## src/rtl/adc_ramp_sequencer.sv

```systemverilog
// Ramp-compare ADC sequencer: fixed ramp periods, first-edge capture, 2^AVG_LOG2 averaging, valid/ready output.
// Optional miss counter is built only when ADC_SEQ_MISS_CNT_EN is defined.
module adc_ramp_sequencer #(
   parameter int FINE_BITS   = 7,
   parameter int COARSE_BITS = 4,
   parameter int AVG_LOG2    = 2
) (
   input  logic                             clock,
   input  logic                             reset,
   input  logic                             enable,
   input  logic                             cmp_edge,
   input  logic [FINE_BITS-1:0]             fine_value,
   output logic                             ramp_start,
   output logic [COARSE_BITS+FINE_BITS-1:0] sample,
   output logic                             sample_valid,
   input  logic                             sample_ready,
   output logic                             overrun,
   input  logic                             clear,
   output logic [7:0]                       miss_count
);
   localparam int RAW_BITS = COARSE_BITS + FINE_BITS;
   localparam int ACC_BITS = RAW_BITS + AVG_LOG2;
   localparam int CNT_BITS = AVG_LOG2 + 1;
   localparam logic [COARSE_BITS-1:0] COARSE_LAST = {COARSE_BITS{1'b1}};
   localparam logic [CNT_BITS-1:0]    CNT_LAST    = CNT_BITS'((1 << AVG_LOG2) - 1);

   typedef enum logic [1:0] {IDLE = 2'd0, RAMP = 2'd1, HOLD = 2'd2} state_t;

   state_t                 state_r, state_s;
   logic [COARSE_BITS-1:0] coarse_r;
   logic [RAW_BITS-1:0]    raw_r;
   logic [ACC_BITS-1:0]    acc_r;
   logic [CNT_BITS-1:0]    cnt_r;
   logic                   in_run_s, period_end_s, edge_now_s, hit_s, last_s, ramp_start_s;
   logic [RAW_BITS-1:0]    add_s;
   logic [ACC_BITS-1:0]    acc_sum_s;
   logic [RAW_BITS-1:0]    result_s;

   // State register
   always_ff @(posedge clock or posedge reset) begin
      if (reset) begin
         state_r <= IDLE;
      end else begin
         state_r <= state_s;
      end
   end

   // Next-state logic; a period end always restarts in RAMP
   always_comb begin
      state_s = state_r;
      case (state_r)
         IDLE: begin
            if (enable) state_s = RAMP;
            else        state_s = IDLE;
         end
         RAMP: begin
            if (!enable)                   state_s = IDLE;
            else if (coarse_r == COARSE_LAST) state_s = RAMP;
            else if (cmp_edge)             state_s = HOLD;
            else                           state_s = RAMP;
         end
         HOLD: begin
            if (!enable)                   state_s = IDLE;
            else if (coarse_r == COARSE_LAST) state_s = RAMP;
            else                           state_s = HOLD;
         end
         default: state_s = IDLE;
      endcase
   end

   // Datapath decode: captured value, accumulation and window completion
   always_comb begin
      in_run_s     = (state_r != IDLE) && enable;
      period_end_s = in_run_s && (coarse_r == COARSE_LAST);
      edge_now_s   = (state_r == RAMP) && cmp_edge;
      hit_s        = (state_r == HOLD) || edge_now_s;
      if (state_r == HOLD) begin
         add_s = raw_r;
      end else if (hit_s) begin
         add_s = {coarse_r, fine_value};
      end else begin
         add_s = {RAW_BITS{1'b1}};
      end
      acc_sum_s    = acc_r + ACC_BITS'(add_s);
      last_s       = period_end_s && (cnt_r == CNT_LAST);
      result_s     = acc_sum_s[ACC_BITS-1:AVG_LOG2];
      ramp_start_s = enable && ((state_r == IDLE) || (coarse_r == COARSE_LAST));
   end

   // Coarse counter, raw capture and averaging accumulator
   always_ff @(posedge clock or posedge reset) begin
      if (reset) begin
         coarse_r <= {COARSE_BITS{1'b0}};
         raw_r    <= {RAW_BITS{1'b0}};
         acc_r    <= {ACC_BITS{1'b0}};
         cnt_r    <= {CNT_BITS{1'b0}};
      end else if (!in_run_s) begin
         coarse_r <= {COARSE_BITS{1'b0}};
         raw_r    <= {RAW_BITS{1'b0}};
         acc_r    <= {ACC_BITS{1'b0}};
         cnt_r    <= {CNT_BITS{1'b0}};
      end else begin
         coarse_r <= coarse_r + {{(COARSE_BITS-1){1'b0}}, 1'b1};
         if (edge_now_s) raw_r <= {coarse_r, fine_value};
         else            raw_r <= raw_r;
         if (last_s) begin
            acc_r <= {ACC_BITS{1'b0}};
            cnt_r <= {CNT_BITS{1'b0}};
         end else if (period_end_s) begin
            acc_r <= acc_sum_s;
            cnt_r <= cnt_r + CNT_BITS'(1);
         end else begin
            acc_r <= acc_r;
            cnt_r <= cnt_r;
         end
      end
   end

   // Output register: a result arriving while the old one is unconsumed is dropped and flagged
   always_ff @(posedge clock or posedge reset) begin
      if (reset) begin
         sample       <= {RAW_BITS{1'b0}};
         sample_valid <= 1'b0;
         overrun      <= 1'b0;
         ramp_start   <= 1'b0;
      end else begin
         ramp_start <= ramp_start_s;
         if (last_s && (!sample_valid || sample_ready)) begin
            sample       <= result_s;
            sample_valid <= 1'b1;
         end else if (sample_valid && sample_ready) begin
            sample_valid <= 1'b0;
         end else begin
            sample_valid <= sample_valid;
         end
         if (clear)                                      overrun <= 1'b0;
         else if (last_s && sample_valid && !sample_ready) overrun <= 1'b1;
         else                                            overrun <= overrun;
      end
   end

`ifdef ADC_SEQ_MISS_CNT_EN
   logic [7:0] miss_r;

   // Saturating count of periods that ended without a comparator edge
   always_ff @(posedge clock or posedge reset) begin
      if (reset) begin
         miss_r <= 8'd0;
      end else if (clear) begin
         miss_r <= 8'd0;
      end else if (period_end_s && !hit_s && (miss_r != 8'hFF)) begin
         miss_r <= miss_r + 8'd1;
      end else begin
         miss_r <= miss_r;
      end
   end

   assign miss_count = miss_r;
`else
   assign miss_count = 8'd0;
`endif

endmodule

```

## config.mk

```make
export PLATFORM = sky130hd
export DESIGN_NAME = adc_ramp_sequencer
export DESIGN_NICKNAME = d
export VERILOG_FILES = /design/src/rtl/adc_ramp_sequencer.sv
export SDC_FILE = /design/constraint.sdc
export NUM_CORES = 1
export LEC_CHECK = 0
export CAP_MARGIN = 10
export CORE_ASPECT_RATIO = 2
export CORE_MARGIN = 1.5
export CORE_UTILIZATION = 25
export DETAILED_ROUTE_END_ITERATION = 12
export PLACE_DENSITY_LB_ADDON = 0.2
export SYNTH_ARGS = -nofsm -noshare
export SYNTH_HDL_FRONTEND = slang
export SYNTH_SLANG_ARGS = --single-unit
```

## constraint.sdc

```tcl
create_clock -name clock -period 6.7 [get_ports clock]
set_input_delay 1.34 -clock clock [delete_from_list [all_inputs] [get_ports clock]]
set_output_delay 1.34 -clock clock [all_outputs]
set_load 0.05 [all_outputs]
```

# After elaboration in Yosys (flattened, before gate mapping)
# Cells that the tools add are included.
totals:
  register_bits: 47
classes:
  n_addsub: 3
  eq_ne: 6
  muxes: 22
  n_reduce_logical: 18
ops:
  columns: ["operator", "count"]
  rows:
  - ["$mux W11", 4]
  - ["$mux W13", 3]
  - ["$add A13 B11 Y13", 1]
  - ["$mux W2", 5]
  - ["$logic_and A1 B1 Y1", 9]
  - ["$mux W3", 3]
  - ["$pmux W2 S3", 1]
  - ["$reduce_bool A2 Y1", 3]
  - ["$mux W1", 5]
  - ["$add A4 B1 Y4 const B", 1]
  - ["$eq A4 B4 Y1 const B", 1]
  - ["$mux W4", 1]
  - ["$add A3 B1 Y3 const B", 1]
  - ["$eq A3 B2 Y1 const B", 1]
  - ["$logic_or A1 B1 Y1", 3]
  - ["$ne A3 B1 Y1 const B", 1]
  - ["$eq A2 B1 Y1 const B", 1]
  - ["$eq A2 B2 Y1 const B", 1]
  - ["$logic_not A1 Y1", 2]
  - ["$logic_not A2 Y1", 1]
  - ["$ne A2 B1 Y1 const B", 1]

# Depth between registers and ports, before layout
depth:
  ltp_word: 9
  ltp_mapped: 14
  depth_no_buf: 12

# Least setup slack after synthesis
# No wires, ideal clock.
synth_path:
  path_kind: "input port to flip-flop"
  from: "input cmp_edge"
  to: "register sample[6]"
  setup_time_ns: 0.125
  arrival_ns: 3.627
  required_time_ns: 6.575
  setup_slack_ns: 2.948
  stages: 13
  n_path_buf: 2
  path_cell_list: "nand2_1 -> or2_1 -> clkbuf_1 -> clkbuf_1 -> o22a_1 -> ha_1 -> inv_1 -> fa_1 -> nand3b_1 -> a21oi_1 -> o41a_1 -> xor2_1 -> mux2_2"
synth_via:
  elab_chain_len: 5
synth_rtl:
  columns: ["element", "line", "text"]
  rows:
  - ["from (decl)", "11", "input logic cmp_edge,"]
  - ["$logic_and A1 B1 Y1", "75", "edge_now_s = (state_r == RAMP) && cmp_edge;"]
  - ["$logic_or A1 B1 Y1", "76", "hit_s = (state_r == HOLD) || edge_now_s;"]
  - ["$mux W11", "79", "end else if (hit_s) begin"]
  - ["$mux W11", "77", "if (state_r == HOLD) begin"]
  - ["$add A13 B11 Y13", "84", "acc_sum_s = acc_r + ACC_BITS'(add_s);"]
  - ["to (signal assigned)", "122", "sample <= {RAW_BITS{1'b0}};"]
  - ["to (signal assigned)", "129", "sample <= result_s;"]
  - ["to (decl)", "14", "output logic [COARSE_BITS+FINE_BITS-1:0] sample,"]
# Every way passes these cells.
# A chain may end at the register's enable or synchronous reset.

# Final worst setup path
# Same ends and word-level chain as after synthesis.

==> metrics.cfg <==
[run_status]
run_status = complete, no violations

[global_route]
grt_max_degree = 48
grt_pass1_vias = 2043
grt_first_pass_wirelength_um = 10330
grt_util_all_layers_pct = 12.24
antenna_found_initial = 0
grt.overflow.total = 0

[sta]
fin_crit_ps = 4280
setup_tns_ps = 0
fmax_mhz = 233.7
final.setup_skew_ps = 5.759
max_slew_margin_pct = 28.36
period_share_pct = 63.88
slew_violations = 0
hold_viol = 0
setup_viol = 0
tightestPinTransition_ps = 1071
rsz0062_at_grt = false

[pwr]
p_clk_share_pct = 43.9
cellLeakagePower_uw = 0.001427
pwr-share-comb_pct = 12.8
power_switching_uw = 170.2
ir_drop_mv = 0.1015
p_seq_share_pct = 43.3
switching_share_pct = 25.36
p_per_area_nw_per_um2 = 210.8
total_power_uw = 671.2
internal-power_uw = 501.0

[clock_network]
postCtsResizedCells = 0
clock_path_buffers = 2
worstSkewPairLatency_ps = 290
htreeDepth = 2
cts_tree = built
clkTransAtPathRegs_ps = 70
post_cts_buffers = 0
cts_sinks = 47
holdBufCountCts = 0
cts_root_buf = clkbuf_16
cts_buffers = 5

[placement]
gp_congestion = 0.8018
dp_hpwl_um = 4533
portBuffers = 26

[finish]
area_growth_pct = 19.93
n_antenna_cell = 0
fin_nets = 314
drive_gt1_share_pct = 9.408
n_fill_cell = 1100
multi_input_area_um2 = 1365
layout.area.seq_um2 = 1176

[logic_synthesis]
syn_inst = 265
syn-mean-instance-area_um2 = 10.02
synthMostInstantiatedCell = dfrtp_1
yosysTopAreaCellShare_pct = 44.30
synth_edf_count = 0
synth-seq-cells = 47
ys_seq_area_share_pct = 44.30
synth_area_um2 = 2655
synth_common_cells = 47 x dfrtp_1, 36 x nand2_1, 24 x a21oi_1, 17 x nor2_1, 14 x ha_1
synthArstFlopShare_pct = 100.0
yosysTopAreaCell = dfrtp_1
ys_top_cells_by_area = dfrtp_1 44%, ha_1 6.6%, nand2_1 5.1%
yosys_warnings = 0
synth_cell_type_count = 53
ys.flop_type = dfrtp_1

[setup_path]
cp-start-kind = input port
cp.arrival_ps = 4460
end_kind = register
critPathKind = in2reg
crit_fanout = 23
cp_data_required_time_ps = 6880

[floorplan]
rows = 53
die_area_um2 = 11280
core_um2 = 10410
die_h_um = 148.7
die_w_um = 75.87
initial_core_util_pct = 25.50
ioPinCount = 35

[route]
dr_wl_met3_um = 119
first_iter_violations = 124
wl_per_cell_um = 14.63
wl_met2_um = 3473
vias = 1975
drt-total-wl_um = 6203
ant_nets = 0
drc = 0
m1WireLength_um = 2488
dr.max_layer_used = met4
dr.pass1.iters = 4
viasPerCell = 4.658

[flow_run]
maxCapViolCount = 0

[worst_hold_path]
min_path_type = reg2reg

## area by class of cell
cell class                      count  share of cell area, %
Clock buffer                        6                  4.361
Clock inverter                      2                  1.100
Inverter                            6                 0.7073
Multi-Input combinational cell    198                  42.87
Sequential cell                    47                  36.94
Tap cell                          137                  5.383
Timing Repair Buffer               28                  8.644
## path summary, 6_finish.rpt
| check | slack, ps | depth (start not counted) | start | end |
|---|---|---|---|---|
| worst max-delay path | 2420 | 12 | cmp_edge | sample[6]$_DFFE_PP0P_ |
| max in group asynchronous | 4740 | 3 | reset | acc_r[4]$_DFFE_PP0P_ |
| worst min-delay path | 490 | 1 | sample[2]$_DFFE_PP0P_ | sample[2]$_DFFE_PP0P_ |
| worst max register to register | 3470 | 11 | state_r[0]$_DFF_PP0_ | sample[6]$_DFFE_PP0P_ |
| min in group asynchronous | 1540 | 3 | reset | cnt_r[1]$_DFFE_PP0P_ |
| worst min register to register | 490 | 1 | sample[2]$_DFFE_PP0P_ | sample[2]$_DFFE_PP0P_ |
## through the flow
step                setup WS [ps]  cell area, um2  hold slack, ps  cells  utilization, %
floorplan                    2948            2681           465.6    272               -
global placement             2175            3010           473.6    416           28.91
detailed placement           2101            3010           480.7    416           28.91
CTS                          2379            3184           496.0    424           30.59
global route                 2112            3184           515.3    424           30.59
finish                       2420            3184           492.5    424           30.59
## layer usage
layer  up-vias  global-route usage (%)
li1        967                       -
met1       973                   13.64
met2        29                   22.00
met3         6                   1.959
met4         0                   5.000
met5         -                       0
## power groups by stage
stage	registers, uW	logic [uW]	clock network (uW)
finish	291	86.2	294
global route	291	95.4	318
CTS	291	88.2	307
detailed placement	296	88.4	0
global placement	296	87.1	0
floorplan	297	64.4	0
## critical path, stage by stage
cell and delay (ps):
clkdlybuf4s50_1 420, nand2_1 90, or2_1 590, o22a_1 240, ha_1 200, inv_1 70, fa_1 390, nand3b_1 190
a21oi_1 220, o41a_1 300, xor2_1 130, mux2_2 280
## logic make-up after synthesis
group                    Yosys count  share of synthesized area, %
AND/OR/NAND/NOR                   77                         14.37
multiplexers                      11                         4.760
other                              1                        0.1412
AO/OA/AOI/OAI                     75                         19.84
adder cells (fa/ha/maj)           15                         7.352
flip-flops                        47                         44.30
XOR/XNOR                          12                         3.958
buffers and inverters             27                         5.278
## sequential cells by signal (all words and copies together), names as in the netlist
| name | cells |
|---|---|
| acc_r | 13 |
| coarse_r | 4 |
| overrun | 1 |
| cnt_r | 3 |
| raw_r | 11 |
| state_r | 2 |
| ramp_start | 1 |
| sample | 11 |
| sample_valid | 1 |
## layout by cell type, fill, tap and decap left out, types with 2 or more instances in the layout
| cell type | n |
|---|---|
| dfrtp_1 | 47 |
| nand2_1 | 36 |
| clkdlybuf4s50_1 | 26 |
| a21oi_1 | 24 |
| nor2_1 | 17 |
| ha_1 | 14 |
| o22a_1 | 11 |
| a22o_1 | 10 |
| mux2_2 | 8 |
| conb_1 | 8 |
| a21o_1 | 7 |
| xor2_1 | 6 |
| xnor2_1 | 6 |
| inv_1 | 5 |
| clkbuf_16 | 5 |
| nand3_1 | 4 |
| o21ai_1 | 4 |
| o21ai_0 | 4 |
| nor3_1 | 3 |
| nand2b_1 | 3 |
| nand3b_1 | 2 |
| a211oi_1 | 2 |
| buf_4 | 2 |
No activity file was read; power rests on OpenSTA's default activity.
